### src/rtl/csi_tx_packetizer.sv
// CSI-2 TX packetizer: turns packet commands plus a payload stream into 2-lane HS byte words
// (sync, header, payload, CRC), then holds tx_hs_req low for GAP_CYCLES before the next burst.
// Latency: a command accepted at edge N shows the sync word in cycle N+1; a payload word accepted
// at edge M shows in cycle M+1. Backpressure: cmd_ready only in IDLE with enable; pay_ready only
// while payload words remain, and a missing pay_valid inserts an idle lane cycle (sticky underrun).
//
// Ports:
//   clk_i, reset_i            byte clock, synchronous active-high reset
//   enable_i                  gates acceptance of new commands only
//   cmd_*                     packet command (long/short, VC, DT, WC or short data field)
//   pay_*                     16-bit payload stream, byte0 = bits[7:0]
//   tx_hs_req_o/tx_data_o/tx_valid_o  registered lane outputs, lane0 = bits[7:0]
//   err_underrun_o/err_odd_wc_o       sticky error flags, cleared by reset only
module csi_tx_packetizer #(
  parameter int GAP_CYCLES = 16,
  parameter int NUM_LANE   = 2
) (
  input  logic                    clk_i,
  input  logic                    reset_i,
  input  logic                    enable_i,
  input  logic                    cmd_valid_i,
  output logic                    cmd_ready_o,
  input  logic                    cmd_long_i,
  input  logic [1:0]              cmd_vc_i,
  input  logic [5:0]              cmd_dt_i,
  input  logic [15:0]             cmd_wc_i,
  input  logic [8*NUM_LANE-1:0]   pay_data_i,
  input  logic                    pay_valid_i,
  output logic                    pay_ready_o,
  output logic                    tx_hs_req_o,
  output logic [8*NUM_LANE-1:0]   tx_data_o,
  output logic                    tx_valid_o,
  output logic                    err_underrun_o,
  output logic                    err_odd_wc_o
);

  typedef enum logic [2:0] {
    S_IDLE,
    S_SYNC,
    S_HDR0,
    S_HDR1,
    S_PAYLOAD,
    S_CRC,
    S_GAP
  } state_t;

  localparam logic [15:0] SYNC_WORD = 16'hB8B8;
  localparam logic [7:0]  GAP_LOAD  = 8'(GAP_CYCLES - 1);

  state_t      state_q;
  logic        long_q;
  logic [7:0]  di_q;
  logic [15:0] wc_q;
  logic [14:0] words_q;     // payload words not yet accepted; 15 bits covers WC=0xFFFE exactly
  logic [15:0] crc_q;
  logic [7:0]  gap_q;
  logic        tx_hs_q;
  logic        tx_valid_q;
  logic [15:0] tx_data_q;
  logic        err_underrun_q;
  logic        err_odd_wc_q;

  logic [15:0] wc_eff_d;
  logic [15:0] crc_d;
  logic [5:0]  ecc_d;

  // CRC-16/0x8408, LSB-first: bits 0..7 are byte0, bits 8..15 byte1, so a plain
  // bit loop over the word processes the bytes in lane order.
  function automatic logic [15:0] crc16_word(input logic [15:0] crc, input logic [15:0] w);
    logic [15:0] c;
    c = crc;
    for (int i = 0; i < 16; i++) begin
      if (c[0] ^ w[i]) c = (c >> 1) ^ 16'h8408;
      else             c = c >> 1;
    end
    return c;
  endfunction

  // CSI-2 header Hamming code; each mask selects the data bits feeding one parity bit.
  function automatic logic [5:0] ecc6(input logic [23:0] d);
    return {^(d & 24'hEFFC00), ^(d & 24'hDF03F0), ^(d & 24'hB8E38E),
            ^(d & 24'h749A6D), ^(d & 24'hF2555B), ^(d & 24'hF12CB7)};
  endfunction

  always_comb begin
    wc_eff_d = cmd_wc_i;
    // Long packets carry whole 16-bit words only, so an odd byte count is rounded down.
    if (cmd_long_i) wc_eff_d[0] = 1'b0;
    crc_d = crc16_word(crc_q, pay_data_i);
    ecc_d = ecc6({wc_q, di_q});
  end

  assign cmd_ready_o = (state_q == S_IDLE) && enable_i && !reset_i;

  // Ready is already raised while HDR1 is on the lanes so the first payload word
  // follows the header without a dead cycle.
  assign pay_ready_o = !reset_i && (words_q != '0) &&
                       ((state_q == S_HDR1) || (state_q == S_PAYLOAD));

  always_ff @(posedge clk_i) begin
    if (reset_i) begin
      state_q        <= S_IDLE;
      long_q         <= 1'b0;
      di_q           <= '0;
      wc_q           <= '0;
      words_q        <= '0;
      crc_q          <= '0;
      gap_q          <= '0;
      tx_hs_q        <= 1'b0;
      tx_valid_q     <= 1'b0;
      tx_data_q      <= '0;
      err_underrun_q <= 1'b0;
      err_odd_wc_q   <= 1'b0;
    end else begin
      case (state_q)
        S_IDLE: begin
          if (cmd_valid_i && cmd_ready_o) begin
            state_q    <= S_SYNC;
            long_q     <= cmd_long_i;
            di_q       <= {cmd_vc_i, cmd_dt_i};
            wc_q       <= wc_eff_d;
            words_q    <= cmd_long_i ? wc_eff_d[15:1] : '0;
            crc_q      <= 16'hFFFF;
            tx_hs_q    <= 1'b1;
            tx_valid_q <= 1'b1;
            tx_data_q  <= SYNC_WORD;
            if (cmd_long_i && cmd_wc_i[0]) err_odd_wc_q <= 1'b1;
          end
        end
        S_SYNC: begin
          state_q   <= S_HDR0;
          tx_data_q <= {wc_q[7:0], di_q};
        end
        S_HDR0: begin
          state_q   <= S_HDR1;
          tx_data_q <= {2'b00, ecc_d, wc_q[15:8]};
        end
        S_HDR1, S_PAYLOAD: begin
          if (state_q == S_HDR1 && !long_q) begin
            state_q    <= S_GAP;
            gap_q      <= GAP_LOAD;
            tx_hs_q    <= 1'b0;
            tx_valid_q <= 1'b0;
          end else if (words_q == '0) begin
            // All payload on the lanes (or none at all): the running CRC is final.
            state_q    <= S_CRC;
            tx_valid_q <= 1'b1;
            tx_data_q  <= crc_q;
          end else begin
            state_q <= S_PAYLOAD;
            if (pay_valid_i) begin
              tx_valid_q <= 1'b1;
              tx_data_q  <= pay_data_i;
              words_q    <= words_q - 15'd1;
              crc_q      <= crc_d;
            end else begin
              // Starved: keep the HS burst open with an invalid lane cycle.
              tx_valid_q     <= 1'b0;
              err_underrun_q <= 1'b1;
            end
          end
        end
        S_CRC: begin
          state_q    <= S_GAP;
          gap_q      <= GAP_LOAD;
          tx_hs_q    <= 1'b0;
          tx_valid_q <= 1'b0;
        end
        S_GAP: begin
          if (gap_q == '0) state_q <= S_IDLE;
          else             gap_q   <= gap_q - 8'd1;
        end
        default: state_q <= S_IDLE;
      endcase
    end
  end

  assign tx_hs_req_o    = tx_hs_q;
  assign tx_valid_o     = tx_valid_q;
  assign tx_data_o      = tx_data_q;
  assign err_underrun_o = err_underrun_q;
  assign err_odd_wc_o   = err_odd_wc_q;

endmodule

### config.mk
export PLATFORM = sky130hd
export DESIGN_NAME = csi_tx_packetizer
export DESIGN_NICKNAME = d
export VERILOG_FILES = /design/src/rtl/csi_tx_packetizer.sv
export SDC_FILE = /design/constraint.sdc
export NUM_CORES = 1
export LEC_CHECK = 0
export ABC_AREA = 1
export CORE_ASPECT_RATIO = 0.6
export CORE_MARGIN = 1.5
export CORE_UTILIZATION = 58
export CTS_BUF_LIST = sky130_fd_sc_hd__clkbuf_8
export DETAILED_ROUTE_END_ITERATION = 12
export HOLD_SLACK_MARGIN = 0.08
export MAX_ROUTING_LAYER = met4
export PLACE_DENSITY = 0.82
export SLEW_MARGIN = 30
export SYNTH_ARGS = -nofsm -noshare
export SYNTH_HDL_FRONTEND = slang
export SYNTH_SLANG_ARGS = --single-unit
### constraint.sdc
create_clock -name clk_i -period 2.3 [get_ports clk_i]
set_clock_uncertainty 0.2 [all_clocks]
set_input_delay 0.46 -clock clk_i [delete_from_list [all_inputs] [get_ports clk_i]]
set_output_delay 0.46 -clock clk_i [all_outputs]
set_load 0.1 [all_outputs]
* Word-level counts from Yosys, hierarchy flattened
Index checks and enable logic that the tools add are counted.
** Storage, ports and cells
- Bits in registers :: 87
- Bits of input ports :: 46
- Output and inout bits :: 22
- Logic and storage cells :: 145
** Cells by class
- Add/sub/neg operators :: 2
- Equality and inequality tests :: 14
- Mux-type cells :: 48
- Bitwise gates (word level) :: 35
- Reduce and logical (&&, ||, !) cells :: 34
** Operators with widths (number)
- 16-bit two-way mux :: 24
- 24-bit parity :: 6
- 15-bit two-way mux :: 5
- 16-bit one-hot mux with 4 select lines :: 1
- 2-bit NOT with 3-bit output :: 16
- 16-bit one-hot mux with 2 select lines :: 1
- 15-bit one-hot mux with 2 select lines :: 1
- 8-bit one-hot mux with 3 select lines :: 1
- 3-bit one-hot mux with 6 select lines :: 1
- 8-bit two-way mux :: 2
- 1-bit XOR :: 16
- 15-bit zero test :: 1
- 15-bit nonzero test :: 1
- 15-bit by 1-bit subtractor with 15-bit output, second input constant :: 1
- 2-bit != test, second input constant :: 6
- 3-bit == test, second input constant :: 3
- 3-bit AND reduction :: 3
- 8-bit zero test :: 1
- 4-bit AND reduction :: 2
- 8-bit by 1-bit subtractor with 8-bit output, second input constant :: 1
- 1-bit logical AND :: 7
- 1-bit two-way mux :: 7
- 3-bit by 2-bit == test with 1-bit output, second input constant :: 2
- 3-bit two-way mux :: 2
- 15 further kinds :: 22

* Logic depth before layout (Yosys ltp)
- Depth after elaboration :: 36
- Depth in mapped cells :: 14
- Gate-level depth less buffers :: 14

* Worst setup path after synthesis
Ideal clock, no wire load.
- Kind :: input -> output
- Start :: input reset_i
- End :: output cmd_ready_o
- Arrival :: 2.968 ns
- Data required time :: 1.640 ns
- Path slack :: -1.328 ns
- Cell stages on the path :: 3
- Buffers on the path :: 2
- Cell sequence :: clkbuf_1 -> buf_1 -> nor3_1
** On the way
- Longest elaborated chain between the ends :: 2
** Ends and longest elaborated chain
- start: declaration :: RTL line 19 : input logic reset_i,
- 1-bit zero test :: RTL line 93 : assign cmd_ready_o = (state_q == S_IDLE) && enable_i && !reset_i;
- 1-bit logical AND :: RTL line 93
- end: declaration :: RTL line 22 : output logic cmd_ready_o,
Every way passes these cells.

* Worst setup path after layout
- Start :: register words_q[0]
- End :: output pay_ready_o
** On the way
- Longest elaborated chain between the ends :: 3
** Ends and longest elaborated chain
- start: declaration :: RTL line 54 : logic [14:0] words_q;
- start signal: assignment :: RTL line 122 : words_q <= cmd_long_i ? wc_eff_d[15:1] : '0;
- start signal: assignment :: RTL line 154 : words_q <= words_q - 15'd1;
- 15-bit nonzero test :: RTL line 97 : assign pay_ready_o = !reset_i && (words_q != '0) &&
- 1-bit logical AND (2 in a row) :: RTL line 97
- end: declaration :: RTL line 29 : output logic pay_ready_o,
Every way passes these cells.

==> flow_metrics.tcl <==
set metrics [dict create \
    finalSetupViolCount 0 \
    grt.overflow.total 0 \
    portBuffers 67 \
    reg2reg_from "words_q[0]" \
    hold_class "flip-flop to flip-flop" \
    fin_util_pct 76.5 \
    worst-path-max-fanout 3 \
    dieArea_mm2 0.0105 \
    crit_path_end_kind "output port" \
    postSynthAreaPerCell_um2 6.68 \
    die_w_um 131 \
    die_h_um 79.8 \
    critPathKind "flip-flop to output port" \
    start_kind "flip-flop" \
    synth_commonest_cells "nand2_1 (197), inv_1 (98), dfxtp_1 (87)" \
    first_global_vias 5617 \
    wl_met1_um 7870 \
    hp-start "tx_data_o[9]" \
    post-synth-top-count-cell "nand2_1" \
    synth_edf_count 0 \
    cp.required_ns 1.64 \
    drv_cap 0 \
    nNetsFinal 1007 \
    synth_fp_nets 904 \
    initial_core_util_pct 60.9 \
    ys_types 52 \
    core-area_mm2 0.00936 \
    postCtsHoldBufs 0 \
    grt_util_all_layers_pct 35.4 \
    finalCritPeriodShare_pct 98.2 \
    drt_iter0_markers 596 \
    syn-cell-area_mm2 0.00570 \
    seq_area_frac_synth_pct 30.6 \
    dr.pass1.iters 6 \
    area_delta_synth_final_pct 25.6 \
    routed.top_layer "met4" \
    drive_gt1_share_pct 16.2 \
    vias_per_cell 5.65 \
    via_count 6159 \
    place_hpwl_um 13000 \
    cts_buffer_depth 2 \
    fin_crit_ns 2.26 \
    synth_area_leaders "dfxtp_1 (31%), nand2_1 (13%), inv_1 (6.5%)" \
    outcome "complete, no violations" \
    gp_congestion 0.991 \
    met3_length_um 1610 \
    max_stage_delay_ns 0.35 \
    wirelength_um 17300 \
    antennaDiodeCount 0 \
    cts_made_buffers 9 \
    cp-startpoint "words_q[0]" \
    clkTransAtPathRegs_ns 0.09 \
    cp.arrival_ns 1.60 \
    synth-async-reset-ratio_pct 0 \
    grt_max_degree 51 \
    clk_latency_ns 0.37 \
    ys_ff_latch 87 \
    antenna_left 0 \
    worst_pin_slew_ns 0.425 \
    yosysWarnings 0 \
    synth_ff_type "dfxtp_1" \
    synth_cells 854 \
    grt_pass1_wl_um 27500 \
    num_rows 27 \
    cts_tree "yes" \
    cts_root_buffer "clkbuf_8" \
    routedWlPerCell_um 15.8 \
    powerDensity_mw_per_mm2 1410 \
    hold_viol_final 0 \
    synth_top_area_cell "dfxtp_1" \
    finalMaxSlewViolations 0 \
    cp_cell_sequence "inv_4 > ha_4 > nand4_1 > nor2_1 > nand2_2 > nand2_4 > nor2_4 > buf_12" \
    dr_wl_met2_um 7470 \
    power_leakage_nw 3.23 \
    max_freq_mhz 443 \
    ir_worst_vdd_mv 0.761 \
    htree_levels 3 \
    tns_ns 0 \
    clock_sinks 87 \
    antenna_found_initial 0 \
    drcViolationCount 0 \
    critPathSlowestCell "dfxtp_2" \
    io_pins 68 \
    slew_headroom_pct 71.4 \
    synth_top_area_share_pct 30.6 \
]
[per-layer routing]
metal	GRT usage, %	vias up
li1	-	2985
met4	10.0	0
met5	-	-
met1	46.7	2819
met2	54.1	314
met3	8.98	41
[area by class of cell]
type	instances	area [um^2]
clock inverters	4	93.8
clock buffers	11	151
multi-input cells	629	3470
repair buffers	125	1130
fillers	743	2200
flip-flops and latches	87	1750
inverters	105	400
well taps	130	163
[flip-flops by register name, indices dropped and copies added, names as in the netlist, 3 cells and up]
register	flops
gap_q	8
state_q	3
tx_data_o	16
words_q	15
wc_q	16
di_q	8
crc_q	16
[timing repair]
action / CTS / global route
setup buffers: 2 / 0
gates resized for setup: 8 / 16
setup endpoints to repair: 2 / 20
pin swaps: 5 / 5
[path summary, 6_finish.rpt]
path | endpoint | slack (ns) | cells past startpoint
worst max-delay path | pay_ready_o | 0.04 | 8
worst min register to register | tx_data_o[9] | 0.28 | 2
worst min-delay path | tx_data_o[9] | 0.28 | 2
worst max register to register | tx_data_o[14] | 0.11 | 11
[cells in the final DEF, fill, tap and decap left out, types with 7 or more instances in the layout]
master,netlist,routed
nand2_1,197,192
inv_1,98,97
dfxtp_1,87,83
buf_4,1,73
a21oi_1,70,70
o21ai_0,65,65
nor2_1,61,58
nand3_1,54,54
clkdlybuf4s50_1,0,44
xor2_1,39,39
xnor2_1,28,27
o21ai_1,22,22
nand2_2,10,14
clkbuf_8,0,11
a21oi_2,8,8
buf_12,1,7
[logic make-up after synthesis]
kind of cell	after synthesis	synth area share [%]
compound gates	205	20.7
xor+xnor	69	10.9
fa+ha+maj	4	0.878
buf+inv	138	10.0
flops	87	30.6
simple gates	351	27.0
[worst max-delay path: cells and delay by family, from the launching register on]
kind	cells	cell delay (ns)
flops	1	0.35
simple gates	5	0.49
fa+ha+maj	1	0.13
buf+inv	2	0.24
[stage by stage]
| stage | cells | setup slack (ns) | total power, mW | instance area (um^2) | hold slack (ns) |
|---|---|---|---|---|---|
| floorplan | 854 | -0.0668 | 6.56 | 5720 | 0.249 |
| global placement | 1074 | -0.146 | 8.31 | 6830 | 0.258 |
| detailed placement | 1074 | -0.207 | 8.52 | 6830 | 0.260 |
| CTS | 1091 | 0.00295 | 9.93 | 7110 | 0.278 |
| global route | 1091 | -0.00938 | 10.8 | 7160 | 0.296 |
| finish | 1091 | 0.0423 | 10.1 | 7160 | 0.278 |
[report_power, final]
| group | switching [mW] | total, mW | internal (mW) | leakage [nW] |
|---|---|---|---|---|
| Combinational | 4.15 | 6.54 | 2.39 | 2.39 |
| Clock | 0.561 | 1.33 | 0.772 | 0.127 |
| Sequential | 0.362 | 2.26 | 1.90 | 0.714 |
| Total | 5.07 | 10.1 | 5.06 | 3.23 |
Note: power is estimated with default switching activity, not from simulation.
